<file path="src/rtl/apb_wr_demux.sv">
// apb_wr_demux: APB write-side register bank.
// Decodes each APB address to one of NUM_REGS word registers and commits
// byte-strobed write data there. Decode errors complete with pslverr.
// Optional feature macro: APB_WR_WAIT_EN. When it is defined, WAIT_CYCLES
// wait states are inserted per transfer. When it is undefined, the bank is
// zero-wait and pready is high in every ACCESS cycle.
`timescale 1ns/1ps

module apb_wr_demux #(
    parameter int                    NUM_REGS    = 4,
    parameter int                    DATAWIDTH   = 32,
    parameter int                    ADDR_WIDTH  = 12,
    parameter int                    SEL_WIDTH   = $clog2(NUM_REGS),
    parameter int                    WAIT_CYCLES = 2,
    parameter logic [DATAWIDTH-1:0]  RESET_VAL   = '0
) (
    input  logic                                 pclk,
    input  logic                                 presetn,
    input  logic                                 psel,
    input  logic                                 penable,
    input  logic                                 pwrite,
    input  logic [ADDR_WIDTH-1:0]                paddr,
    input  logic [DATAWIDTH-1:0]                 pwdata,
    input  logic [DATAWIDTH/8-1:0]               pstrb,
    output logic                                 pready,
    output logic                                 pslverr,
    output logic [NUM_REGS-1:0][DATAWIDTH-1:0]   reg_q,
    output logic [NUM_REGS-1:0]                  wr_pulse
);

    localparam int STRB_W = DATAWIDTH / 8;
    localparam int OFS    = $clog2(STRB_W);

    typedef enum logic [1:0] {
        IDLE   = 2'd0,
        SETUP  = 2'd1,
        ACCESS = 2'd2
    } state_t;

    state_t                                 state_q, state_d;
    logic [SEL_WIDTH-1:0]                   idx_q, idx_d;
    logic                                   wr_q, wr_d;
    logic [DATAWIDTH-1:0]                   wdata_q, wdata_d;
    logic [STRB_W-1:0]                      strb_q, strb_d;
    logic                                   err_q, err_d;
    logic [NUM_REGS-1:0][DATAWIDTH-1:0]     reg_d;
    logic [NUM_REGS-1:0]                    wr_pulse_q, wr_pulse_d;

    logic [SEL_WIDTH-1:0]                   dec_idx;
    logic                                   dec_err;

`ifdef APB_WR_WAIT_EN
    localparam int WCNT_W = (WAIT_CYCLES > 0) ? $clog2(WAIT_CYCLES + 1) : 1;
    logic [WCNT_W-1:0]                      wcnt_q, wcnt_d;

    // The transfer completes once the wait counter has drained.
    assign pready = (state_q == ACCESS) && (wcnt_q == '0);
`else
    // Zero-wait: every ACCESS cycle completes the transfer.
    assign pready = (state_q == ACCESS);
`endif

    // Errors are only reported alongside pready, from registered state.
    assign pslverr  = pready && err_q;
    assign wr_pulse = wr_pulse_q;

    // Address decode: register index plus misalignment / range / upper-bit checks.
    always_comb begin
        dec_err = 1'b0;
        dec_idx = paddr[OFS +: SEL_WIDTH];
        for (int i = 0; i < OFS; i++) begin
            if (paddr[i]) dec_err = 1'b1;
        end
        for (int i = OFS + SEL_WIDTH; i < ADDR_WIDTH; i++) begin
            if (paddr[i]) dec_err = 1'b1;
        end
        if (int'(dec_idx) >= NUM_REGS) dec_err = 1'b1;
    end

    // Next-state, transfer capture and write-commit logic.
    always_comb begin
        // NOTE: every variable gets a default first so no path leaves it
        // unassigned; otherwise synthesis infers a latch.
        state_d    = state_q;
        idx_d      = idx_q;
        wr_d       = wr_q;
        wdata_d    = wdata_q;
        strb_d     = strb_q;
        err_d      = err_q;
        reg_d      = reg_q;
        wr_pulse_d = '0;
`ifdef APB_WR_WAIT_EN
        wcnt_d     = wcnt_q;
`endif

        case (state_q)
            IDLE: begin
                // An enable without a preceding setup cycle is ignored.
                if (psel && !penable) state_d = SETUP;
            end

            SETUP: begin
                idx_d   = dec_idx;
                wr_d    = pwrite;
                wdata_d = pwdata;
                strb_d  = pstrb;
                err_d   = dec_err;
`ifdef APB_WR_WAIT_EN
                wcnt_d  = WCNT_W'(WAIT_CYCLES);
`endif
                state_d = ACCESS;
            end

            ACCESS: begin
                if (pready) begin
                    // Completion has priority: pready is already visible on
                    // the bus, so the transfer must take effect.
                    state_d = IDLE;
                    if (wr_q && !err_q) begin
                        wr_pulse_d[idx_q] = 1'b1;
                        for (int b = 0; b < STRB_W; b++) begin
                            if (strb_q[b]) reg_d[idx_q][b*8 +: 8] = wdata_q[b*8 +: 8];
                        end
                    end
                end else if (!psel) begin
                    // Master abandoned the transfer during the wait states.
                    state_d = IDLE;
                end else begin
`ifdef APB_WR_WAIT_EN
                    wcnt_d = wcnt_q - WCNT_W'(1);
`endif
                end
            end

            default: state_d = IDLE;
        endcase
    end

    // State, transfer-capture, register-bank and pulse flops.
    always_ff @(posedge pclk or negedge presetn) begin
        if (!presetn) begin
            state_q    <= IDLE;
            idx_q      <= '0;
            wr_q       <= 1'b0;
            wdata_q    <= '0;
            strb_q     <= '0;
            err_q      <= 1'b0;
            // NOTE: the register bank is reset flop by flop because software
            // expects a defined value before the first write; it is not a RAM.
            reg_q      <= {NUM_REGS{RESET_VAL}};
            wr_pulse_q <= '0;
        end else begin
            // NOTE: non-blocking assignments so every flop samples the
            // pre-edge value of the others, independent of statement order.
            state_q    <= state_d;
            idx_q      <= idx_d;
            wr_q       <= wr_d;
            wdata_q    <= wdata_d;
            strb_q     <= strb_d;
            err_q      <= err_d;
            reg_q      <= reg_d;
            wr_pulse_q <= wr_pulse_d;
        end
    end

`ifdef APB_WR_WAIT_EN
    // Wait-state counter.
    always_ff @(posedge pclk or negedge presetn) begin
        if (!presetn) wcnt_q <= '0;
        else          wcnt_q <= wcnt_d;
    end
`endif

endmodule

</file>
<file path="config.mk">
export PLATFORM = sky130hd
export DESIGN_NAME = apb_wr_demux
export DESIGN_NICKNAME = d
export VERILOG_FILES = /design/src/rtl/apb_wr_demux.sv
export SDC_FILE = /design/constraint.sdc
export NUM_CORES = 1
export LEC_CHECK = 0
export ABC_AREA = 1
export CORE_MARGIN = 4
export CORE_UTILIZATION = 25
export DETAILED_ROUTE_END_ITERATION = 7
export GPL_TIMING_DRIVEN = 0
export PLACE_DENSITY = 0.57
export SYNTH_ARGS = -nofsm -noshare
export SYNTH_HDL_FRONTEND = slang
export SYNTH_SLANG_ARGS = --single-unit
</file>
<file path="constraint.sdc">
create_clock -name pclk -period 2.72 [get_ports pclk]
set_input_delay 0.272 -clock pclk [delete_from_list [all_inputs] [get_ports pclk]]
set_output_delay 0.272 -clock pclk [all_outputs]
set_load 0.01 [all_outputs]
</file>
==> results of run 1 <==
## power by group through the flow
stage / registers, mW / clock network [mW] / logic, mW
floorplan: 2.86 / 0 / 0.347
global placement: 2.92 / 0 / 0.644
detailed placement: 2.92 / 0 / 0.660
CTS: 2.87 / 2.61 / 0.665
global route: 2.89 / 2.72 / 0.736
finish: 2.87 / 2.55 / 0.656
## logic make-up (layout without fill, tap and decap cells)
kind of cell    Yosys count  in the layout  synth area share [%]
flops                   174            174                 62.73
buf+inv                  64            284                 4.921
compound gates           43             43                 3.100
simple gates            459            459                 29.25
## critical path, stage by stage (launching register included)
cell and delay (ns):
dfrtp_1 0.39, inv_2 0.07, nand2_2 0.08, nor2_1 0.09, clkdlybuf4s50_1 0.56
## worst max path at each step
stage / endpoint / cells past startpoint
CTS: pslverr / 4
finish: pslverr / 4
global placement: reg_q[42] / 1
global route: pslverr / 4
detailed placement: idx_q[0] / 3
floorplan: reg_q[40] / 8
## cell usage in the layout, fill, tap and decap left out
master,synthesis,layout
buf_6,11,11
inv_1,15,15
bufinv_16,0,1
nand3_1,10,10
dlygate4sd3_1,0,1
clkdlybuf4s50_1,0,185
nor4_1,1,1
buf_8,0,1
nand4_1,96,96
o21ai_0,43,43
buf_1,1,1
nand2_2,1,1
dfrtp_1,174,174
nor2_2,1,1
nor2_4,1,1
inv_2,2,2
nand2_1,328,328
clkinv_8,0,3
buf_2,2,2
buf_12,1,1
inv_6,0,5
buf_16,0,1
inv_8,0,5
clkbuf_16,0,17
clkbuf_1,28,28
nor2_1,17,17
nand3_4,2,2
nand3_2,2,2
clkinv_1,4,4
clkinv_4,0,1
## per-stage QoR
| stage | setup WS, ns | cells |
|---|---|---|
| after floorplan | 1.427 | 740 |
| after global placement | -5.976 | 1298 |
| after detailed placement | 0.9725 | 1299 |
| after CTS | 0.8007 | 1332 |
| after global routing | 0.7549 | 1332 |
| final | 0.8272 | 1332 |
## registers in the layout, summed over array words and instances, names as in the netlist
register / flops
reg_q: 128
wr_pulse: 4
wr_q: 1
idx_q: 2
state_q: 2
wdata_q: 32
err_q: 1
strb_q: 4
## routing by layer
layer,share of wire (%),wire length [um],vias up
met1,47,10470,2859
met3,6.2,1399,19
li1,-,-,2863
met5,0,0,-
met2,46,10420,171
met4,0.97,218,0
## area by class of cell
class	count	area [sq um]
flip-flops and latches	174	4354
clock inverters	15	187.7
plain buffers	43	262.8
repair buffers	188	1904
fillers	2794	17180
inverters	21	78.83
multi-input cells	502	2246
clock buffers	17	425.4
well taps	372	465.4
## synthesized netlist by cell type
| library cell | count | share of area (%) |
|---|---|---|
| buf_12 | 1 | 0.29 |
| nand4_1 | 96 | 8.7 |
| nand2_1 | 328 | 18 |
| nand2_2 | 1 | 0.090 |
| dfrtp_1 | 174 | 63 |
| buf_6 | 11 | 1.8 |
| clkinv_1 | 4 | 0.22 |
| nor2_2 | 1 | 0.090 |
| nor4_1 | 1 | 0.090 |
| buf_2 | 2 | 0.14 |
| o21ai_0 | 43 | 3.1 |
| nand3_2 | 2 | 0.29 |
| nand3_1 | 10 | 0.72 |
| nor2_4 | 1 | 0.16 |
| nor2_1 | 17 | 0.92 |
| clkbuf_1 | 28 | 1.5 |
| nand3_4 | 2 | 0.50 |
| buf_1 | 1 | 0.054 |
| inv_2 | 2 | 0.11 |
| inv_1 | 15 | 0.81 |
## what timing repair did
| item | in CTS | in global routing |
|---|---|---|
| endpoints found under the hold margin | 87 | 0 |
| gates resized for setup | 0 | 0 |
| hold buffers | 1 | 0 |
==> flow_metrics.env, run 1 <==
export IMPL_hpwl_um=16570
export IMPL_cts_tree="yes"
export IMPL_post_route_period_util_pct=69.59
export IMPL_tightestPinTransition_ns=0.6987
export IMPL_p_sw_mw=1.857
export IMPL_grt_overflow=0
export IMPL_grt_max_degree=89
export IMPL_relSlewSlack_pct=53.42
export IMPL_io_pins=187
export IMPL_startpoint="state_q[0]"
export IMPL_post_drt_wl_per_cell_um=16.90
export IMPL_clock_sinks=174
export IMPL_clkPwrFrac_pct=42.0
export IMPL_syn_inst=740
export IMPL_die_h_um=174.6
export IMPL_layout_drive_gt1_share_pct=5.938
export IMPL_hold_depth=3
export IMPL_status="finished, final reports clean"
export IMPL_antenna_found_initial=0
export IMPL_pwr_share_seq_pct=47.2
export IMPL_die_area_sq_mm=0.03050
export IMPL_powerDensity_mw_per_mm2=612.2
export IMPL_ys_seq_area_share_pct=62.73
export IMPL_slew_violations=0
export IMPL_met3_usage_pct=3.959
export IMPL_antenna_cells=0
export IMPL_drc=0
export IMPL_worst_setup_path_start_kind="flop"
export IMPL_min_period_ns=1.893
export IMPL_rr_endpoint="reg_q[77]"
export IMPL_busiest_layer="met2"
export IMPL_die_width_um=174.6
export IMPL_hp_start="psel"
export IMPL_start_util_pct=25.61
export IMPL_numCtsBuffers=17
export IMPL_rsz0062_at_grt="no"
export IMPL_stdcell_area_sq_mm=0.009925
export IMPL_syn_area_per_cell_sq_um=9.381
export IMPL_worstSkewPairLatency_ns=0.43
export IMPL_core_area_sq_mm=0.02710
export IMPL_dr_pass1_iters=5
export IMPL_rrSetupSlack_ns=1.00
export IMPL_synth_area_sq_mm=0.006942
export IMPL_first_iter_violations=410
export IMPL_min_to="state_q[0]"
export IMPL_num_vias=5912
export IMPL_intPower_mw=4.219
export IMPL_wl_um=22510
export IMPL_area_growth_pct=42.97
export IMPL_antenna_left=0
export IMPL_syn_num_nets=793
export IMPL_grt_pass1_wl_um=34780
export IMPL_setup_tns_ns=0
export IMPL_grt_pass1_vias=5899
export IMPL_switching_share_pct=30.56
export IMPL_via_per_inst=4.438
export IMPL_grt_util_all_layers_pct=14.63
export IMPL_use_met2_pct=23.01
export IMPL_rows=60
export IMPL_r2r_start="idx_q[0]"
export IMPL_hold_class="primary input to flop"
export IMPL_fin_total_pwr_mw=6.076
export IMPL_io_buffers=186
export IMPL_fin_skew_ns=0.01016
export IMPL_post_cts_buffers=0
export IMPL_critPathKind="flop to primary output"
export IMPL_ys_types=20
export IMPL_combPwrFrac_pct=10.8
export IMPL_synth_seq_cells=174
export IMPL_whs_ns=0.3633
export IMPL_setup_viol=0
export IMPL_final_nets=1000
export IMPL_yosysWarnings=0
export IMPL_critPathArrivalTime_ns=1.62
export IMPL_clkTransAtPathRegs_ns=0.07
export IMPL_final_core_util_pct=36.62
export IMPL_clockBufferDepth=2
export IMPL_worstPathRequired_ns=2.45
export IMPL_ff2ff_path_depth=6
export IMPL_cp_max_fo=3
export IMPL_clock_root_buffer="clkbuf_16"
export IMPL_end_kind="primary output"
export IMPL_fmax_mhz=528.3
export IMPL_htree_levels=4
export IMPL_place_congestion=0.7792
export IMPL_use_met1_pct=20.42
export IMPL_placed_cell_area_sq_mm=0.009301
export IMPL_drv_cap=0
export IMPL_finalHoldViolations=0
export IMPL_leakage_nw=4.705
export IMPL_max_vdd_ir_drop_mv=0.3496
No activity file was read; power rests on OpenSTA's default activity.
==> run 2: changes to the inputs <==
- PLACE_DENSITY: 0.57 -> 0.59
- clock period: 2.72 -> 1.7 ns (I/O delays scaled with it)
==> run 2 against run 1 <==
Worst hold slack got worse by 0.10 ns. Clock skew increased by 0.0043 ns. Sequential cell count stayed put. Combinational power rose by 63%. Global-route usage increased by 0.18 points. Design area increased by 1.4%. Core utilization is 0.53 points higher. First-iteration DRC count decreased by 14%. Final cell count rose by 0.23%. Worst setup slack worse by 0.73 ns. Largest cell class unchanged. Highest routed layer unchanged.
==> flow_metrics.env, run 2 (same netlist as run 1, synthesis figures left out) <==
export IMPL_top_regs="reg_q (128), wdata_q (32)"
export IMPL_via_per_inst=4.526
export IMPL_area_growth_pct=45.04
export IMPL_rr_endpoint="reg_q[110]"
export IMPL_core_area_sq_mm=0.02710
export IMPL_placed_cell_area_sq_mm=0.009301
export IMPL_start_util_pct=25.61
export IMPL_clock_sinks=174
export IMPL_drv_cap=0
export IMPL_largest_reg_flops=128
export IMPL_relSlewSlack_pct=55.41
export IMPL_slowest_stage="dfrtp_1"
export IMPL_powerDensity_mw_per_mm2=968.3
export IMPL_fill_cells=2767
export IMPL_fin_skew_ns=0.01446
export IMPL_grt_pass1_vias=5832
export IMPL_wl_um=22630
export IMPL_antenna_cells=0
export IMPL_die_width_um=174.6
export IMPL_cp_max_fo=8
export IMPL_r2r_start="state_q[0]"
export IMPL_post_drt_wl_per_cell_um=16.95
export IMPL_min_period_ns=1.607
export IMPL_fin_total_pwr_mw=9.749
export IMPL_hp_start="psel"
export IMPL_drc=0
export IMPL_dp_cells=1299
export IMPL_num_vias=6042
export IMPL_status="finished, final reports clean"
export IMPL_clockBufferDepth=2
export IMPL_final_common_cell="nand2_1"
export IMPL_setup_viol=0
export IMPL_path_delay_family="simple AND/OR/NAND/NOR gates"
export IMPL_place_congestion=0.7866
export IMPL_grt_util_all_layers_pct=14.81
export IMPL_critPathKind="flop to flop"
export IMPL_hpwl_um=16650
export IMPL_io_pins=187
export IMPL_dr_pass1_iters=5
export IMPL_worst_setup_path_start_kind="flop"
export IMPL_leakage_nw=4.779
export IMPL_post_route_period_util_pct=94.55
export IMPL_end_kind="flop"
export IMPL_stdcell_count=1335
export IMPL_clkTransAtPathRegs_ns=0.07
export IMPL_slew_violations=0
export IMPL_critical_path_buf_inv_count=3
export IMPL_ff2ff_path_depth=8
export IMPL_critPathMostFrequentCell="nand2_1"
export IMPL_critPathArrivalTime_ns=1.92
export IMPL_grt_pass1_wl_um=35070
export IMPL_antenna_found_initial=0
export IMPL_grt_overflow=0
export IMPL_worstSkewPairLatency_ns=0.43
export IMPL_rows=60
export IMPL_grt_max_degree=94
export IMPL_ff_latch_area_sq_mm=0.004354
export IMPL_first_iter_violations=351
export IMPL_max_vdd_ir_drop_mv=0.6409
export IMPL_die_h_um=174.6
export IMPL_final_core_util_pct=37.15
export IMPL_htree_levels=4
export IMPL_io_buffers=186
export IMPL_clock_root_buffer="clkbuf_16"
export IMPL_hold_class="primary input to flop"
export IMPL_min_to="state_q[0]"
export IMPL_antenna_left=0
export IMPL_regMostFlops="reg_q"
export IMPL_fmax_mhz=622.1
export IMPL_die_area_sq_mm=0.03050
export IMPL_hold_depth=3
export IMPL_cts_tree="yes"
export IMPL_tightestPinTransition_ns=0.6689
export IMPL_cp_cell_sequence="inv_2 -> nand2_2 -> nor2_4 -> buf_12 -> buf_8 -> nand3_1 -> nand2_1 -> nand2_1"
export IMPL_crit_path_max_incr_delay_ns=0.41
export IMPL_multi_input_area_sq_mm=0.002286
export IMPL_layout_drive_gt1_share_pct=8.307
export IMPL_rrSetupSlack_ns=0.09
export IMPL_stdcell_area_sq_mm=0.01007
export IMPL_final_nets=1003
export IMPL_layout_common_cells="nand2_1 (328), clkdlybuf4s50_1 (183), dfrtp_1 (174), nand4_1 (96), o21ai_0 (43)"
export IMPL_numCtsBuffers=17
export IMPL_finalHoldViolations=0
export IMPL_worstPathRequired_ns=2.01
[run 2: repair_timing]
action                     4_1_cts  5_1_grt
gates cloned                     0        1
hold endpoints to repair        81        0
setup endpoints to repair       26      110
hold buffers                     1        0
buffers inserted                 0        4
pin swaps                        0        1
gates resized for setup          4       29
[run 2: per-layer routing]
metal  part of all wire [%]  routed length (um)  track usage [%]  vias to the layer above
met4                    1.1                 247            3.535                        0
met2                     47               10610            23.54                      203
met5                      0                   0                0                        -
met3                    6.0                1355            3.462                       17
met1                     46               10420            20.62                     2933
li1                       -                   -                -                     2889
[run 2: worst max path at each step]
stage,startpoint,slack (ns),cells after the start,endpoint
global route,state_q[0],-0.003,8,reg_q[5]
CTS,idx_q[0],0.006,6,reg_q[78]
finish,state_q[0],0.09,8,reg_q[110]
global placement,presetn,-6.89,1,reg_q[40]
floorplan,state_q[0],0.41,8,reg_q[40]
detailed placement,state_q[1],-0.04,5,wdata_q[16]
[run 2: per-stage QoR]
step           setup slack [ns]    TNS, ns  hold slack (ns)
4_1_cts                0.005834          0           0.2397
3_5_place_dp           -0.04047    -0.3138           0.1984
6_report                0.09266          0           0.2601
2_1_floorplan            0.4071          0          -0.1256
5_1_grt               -0.002501  -0.004827           0.2608
3_3_place_gp             -6.888   -1196.11           0.4405
[run 2: area by class of cell]
class | count | share of cell area [%]
Sequential cell | 174 | 43.25
Clock buffer | 17 | 4.225
Multi-Input combinational cell | 502 | 22.70
Clock inverter | 15 | 2.038
Timing Repair Buffer | 193 | 19.56
Tap cell | 372 | 4.623
Buffer | 41 | 2.697
Inverter | 21 | 0.9072
[run 2: power breakdown]
part	switching [mW]	total [mW]	internal (mW)
Combinational	0.785	1.07	0.283
Clock	1.94	4.08	2.14
Sequential	0.255	4.60	4.34
[run 2: worst reg2reg max path: cells and delay by family (launching register included)]
family	cells	cell delay, ns
flops	1	0.41
simple gates	5	0.73
buf+inv	3	0.35
==> run 3: changes to the inputs <==
--- a/config.mk
+++ b/config.mk
@@ -12,3 +12,2 @@
 export GPL_TIMING_DRIVEN = 0
-export PLACE_DENSITY = 0.59
 export SYNTH_ARGS = -nofsm -noshare
--- a/constraint.sdc
+++ b/constraint.sdc
@@ -3,2 +3,2 @@
 set_output_delay 0.17 -clock pclk [all_outputs]
-set_load 0.01 [all_outputs]
+set_load 0.005 [all_outputs]
==> run 3 against run 2 <==
Design area fell by 1.0%. Non-clock buffer count is 2 lower. Critical path depth fell by 2. Wire length up 1.3%. Worst hold slack got worse by 0.0026 ns. Clock power is 3% lower. Worst setup slack gained 0.013 ns. First-iteration DRC count up 19%. Die area unchanged. Via count down 0.93%. Register-to-register slack is essentially flat. Sequential share of layout area increased by 0.46 points. Critical endpoint is now reg_q[6].
==> flow_metrics.env, run 3 (same netlist as run 1, synthesis figures left out) <==
export IMPL_area_growth_pct=43.53
export IMPL_worstSkewPairLatency_ns=0.43
export IMPL_antenna_left=0
export IMPL_die_width_um=174.6
export IMPL_final_common_cell="nand2_1"
export IMPL_hpwl_um=16750
export IMPL_fin_skew_ns=0.01383
export IMPL_io_buffers=186
export IMPL_fmax_mhz=627.3
export IMPL_setup_viol=0
export IMPL_post_route_period_util_pct=93.77
export IMPL_rsz0062_at_grt="yes"
export IMPL_met3_usage_pct=3.527
export IMPL_worst_setup_path_start_kind="flop"
export IMPL_clockBufferDepth=2
export IMPL_die_area_sq_mm=0.03050
export IMPL_powerDensity_mw_per_mm2=968.3
export IMPL_grt_overflow=0
export IMPL_status="finished, final reports clean"
export IMPL_rows=60
export IMPL_use_met1_pct=20.30
export IMPL_worstPathRequired_ns=2.05
export IMPL_cp_max_fo=10
export IMPL_slew_violations=0
export IMPL_ff2ff_path_depth=6
export IMPL_die_h_um=174.6
export IMPL_dr_pass1_iters=5
export IMPL_use_met2_pct=23.97
export IMPL_critPathArrivalTime_ns=1.95
export IMPL_layout_drive_gt1_share_pct=7.700
export IMPL_grt_pass1_wl_um=35090
export IMPL_grt_max_degree=109
export IMPL_clock_sinks=174
export IMPL_stdcell_area_sq_mm=0.009963
export IMPL_max_vdd_ir_drop_mv=0.6074
export IMPL_post_drt_wl_per_cell_um=17.19
export IMPL_grt_util_all_layers_pct=14.82
export IMPL_via_per_inst=4.491
export IMPL_layout_common_cells="nand2_1 (328), clkdlybuf4s50_1 (183), dfrtp_1 (174), nand4_1 (96), o21ai_0 (43)"
export IMPL_largest_reg_flops=128
export IMPL_tightestPinTransition_ns=0.6488
export IMPL_antenna_found_initial=0
export IMPL_busiest_layer="met2"
export IMPL_drv_cap=0
export IMPL_first_iter_violations=416
export IMPL_hold_class="primary input to flop"
export IMPL_num_vias=5986
export IMPL_leakage_nw=4.730
export IMPL_placed_cell_area_sq_mm=0.009301
export IMPL_drc=0
export IMPL_final_nets=1001
export IMPL_numCtsBuffers=17
export IMPL_clkTransAtPathRegs_ns=0.08
export IMPL_regMostFlops="reg_q"
export IMPL_grt_pass1_vias=5977
export IMPL_wl_um=22920
export IMPL_start_util_pct=25.61
export IMPL_fill_cells=2779
export IMPL_clock_root_buffer="clkbuf_16"
export IMPL_end_kind="flop"
export IMPL_final_core_util_pct=36.76
export IMPL_critPathKind="flop to flop"
export IMPL_place_congestion=0.7742
export IMPL_cts_tree="yes"
export IMPL_hold_depth=3
export IMPL_htree_levels=4
export IMPL_relSlewSlack_pct=56.75
export IMPL_min_period_ns=1.594
export IMPL_io_pins=187
export IMPL_finalHoldViolations=0
export IMPL_core_area_sq_mm=0.02710
export IMPL_top_regs="reg_q (128), wdata_q (32)"
export IMPL_antenna_cells=0
-- run 3: worst paths after layout --
check	startpoint	endpoint	slack [ns]
worst max-delay path	idx_q[1]	reg_q[6]	0.11
worst min-delay path	psel	state_q[0]	0.26
worst max register to register	idx_q[1]	reg_q[6]	0.11
worst min register to register	reg_q[4]	reg_q[4]	0.47
max in group asynchronous	presetn	reg_q[108]	0.49
min in group asynchronous	presetn	reg_q[95]	0.27
-- run 3: area by class of cell --
type                    count  area (sq um)  share of cell area [%]
inverters                  21         90.09                  0.9042
clock inverters            15         166.4                   1.670
multi-input cells         502          2273                   22.82
flip-flops and latches    174          4354                   43.70
repair buffers            189          1909                   19.16
clock buffers              17         425.4                   4.270
plain buffers              43         279.0                   2.800
well taps                 372         465.4                   4.672
-- run 3: what timing repair did --
action                     in CTS  in global routing
buffers inserted                1                  0
resized for setup               4                 27
pin swaps                       0                  1
hold buffers                    1                  0
setup endpoints to repair      12                 89
hold endpoints to repair       66                  0
-- run 3: critical path, stage by stage, from the launching register on --
cell and delay, ns:
dfrtp_1 0.40, inv_1 0.09, nand2_1 0.13, clkinvlp_4 0.23, buf_1 0.41, nand4_1 0.17, nand2_1 0.10
-- run 3: where the power goes --
part | total, mW | switching [mW] | internal, mW
logic | 1.07 | 0.792 | 0.283
clock network | 3.97 | 1.87 | 2.10
registers | 4.60 | 0.254 | 4.35
total | 9.65 | 2.92 | 6.73
-- run 3: metrics by stage --
| stage | setup WS (ns) | setup TNS [ns] | hold WS (ns) | power [mW] | std cells |
|---|---|---|---|---|---|
| floorplan | 0.4071 | 0 | -0.1256 | 5.127 | 740 |
| global placement | -6.874 | -1193.03 | 0.4411 | 5.690 | 1298 |
| CTS | 0.006428 | 0 | 0.2369 | 9.725 | 1333 |
| global route | -0.01465 | -0.05495 | 0.2474 | 10.09 | 1333 |
| finish | 0.1059 | 0 | 0.2575 | 9.648 | 1333 |
| detailed placement | -0.07734 | -0.1027 | 0.1580 | 5.723 | 1299 |
-- run 3: routing by layer --
layer  routed length (um)  vias up
met1                10710     2922
met2                10690      174
met3                 1280       15
met4                  237        0
met5                    0        -
li1                     -     2875
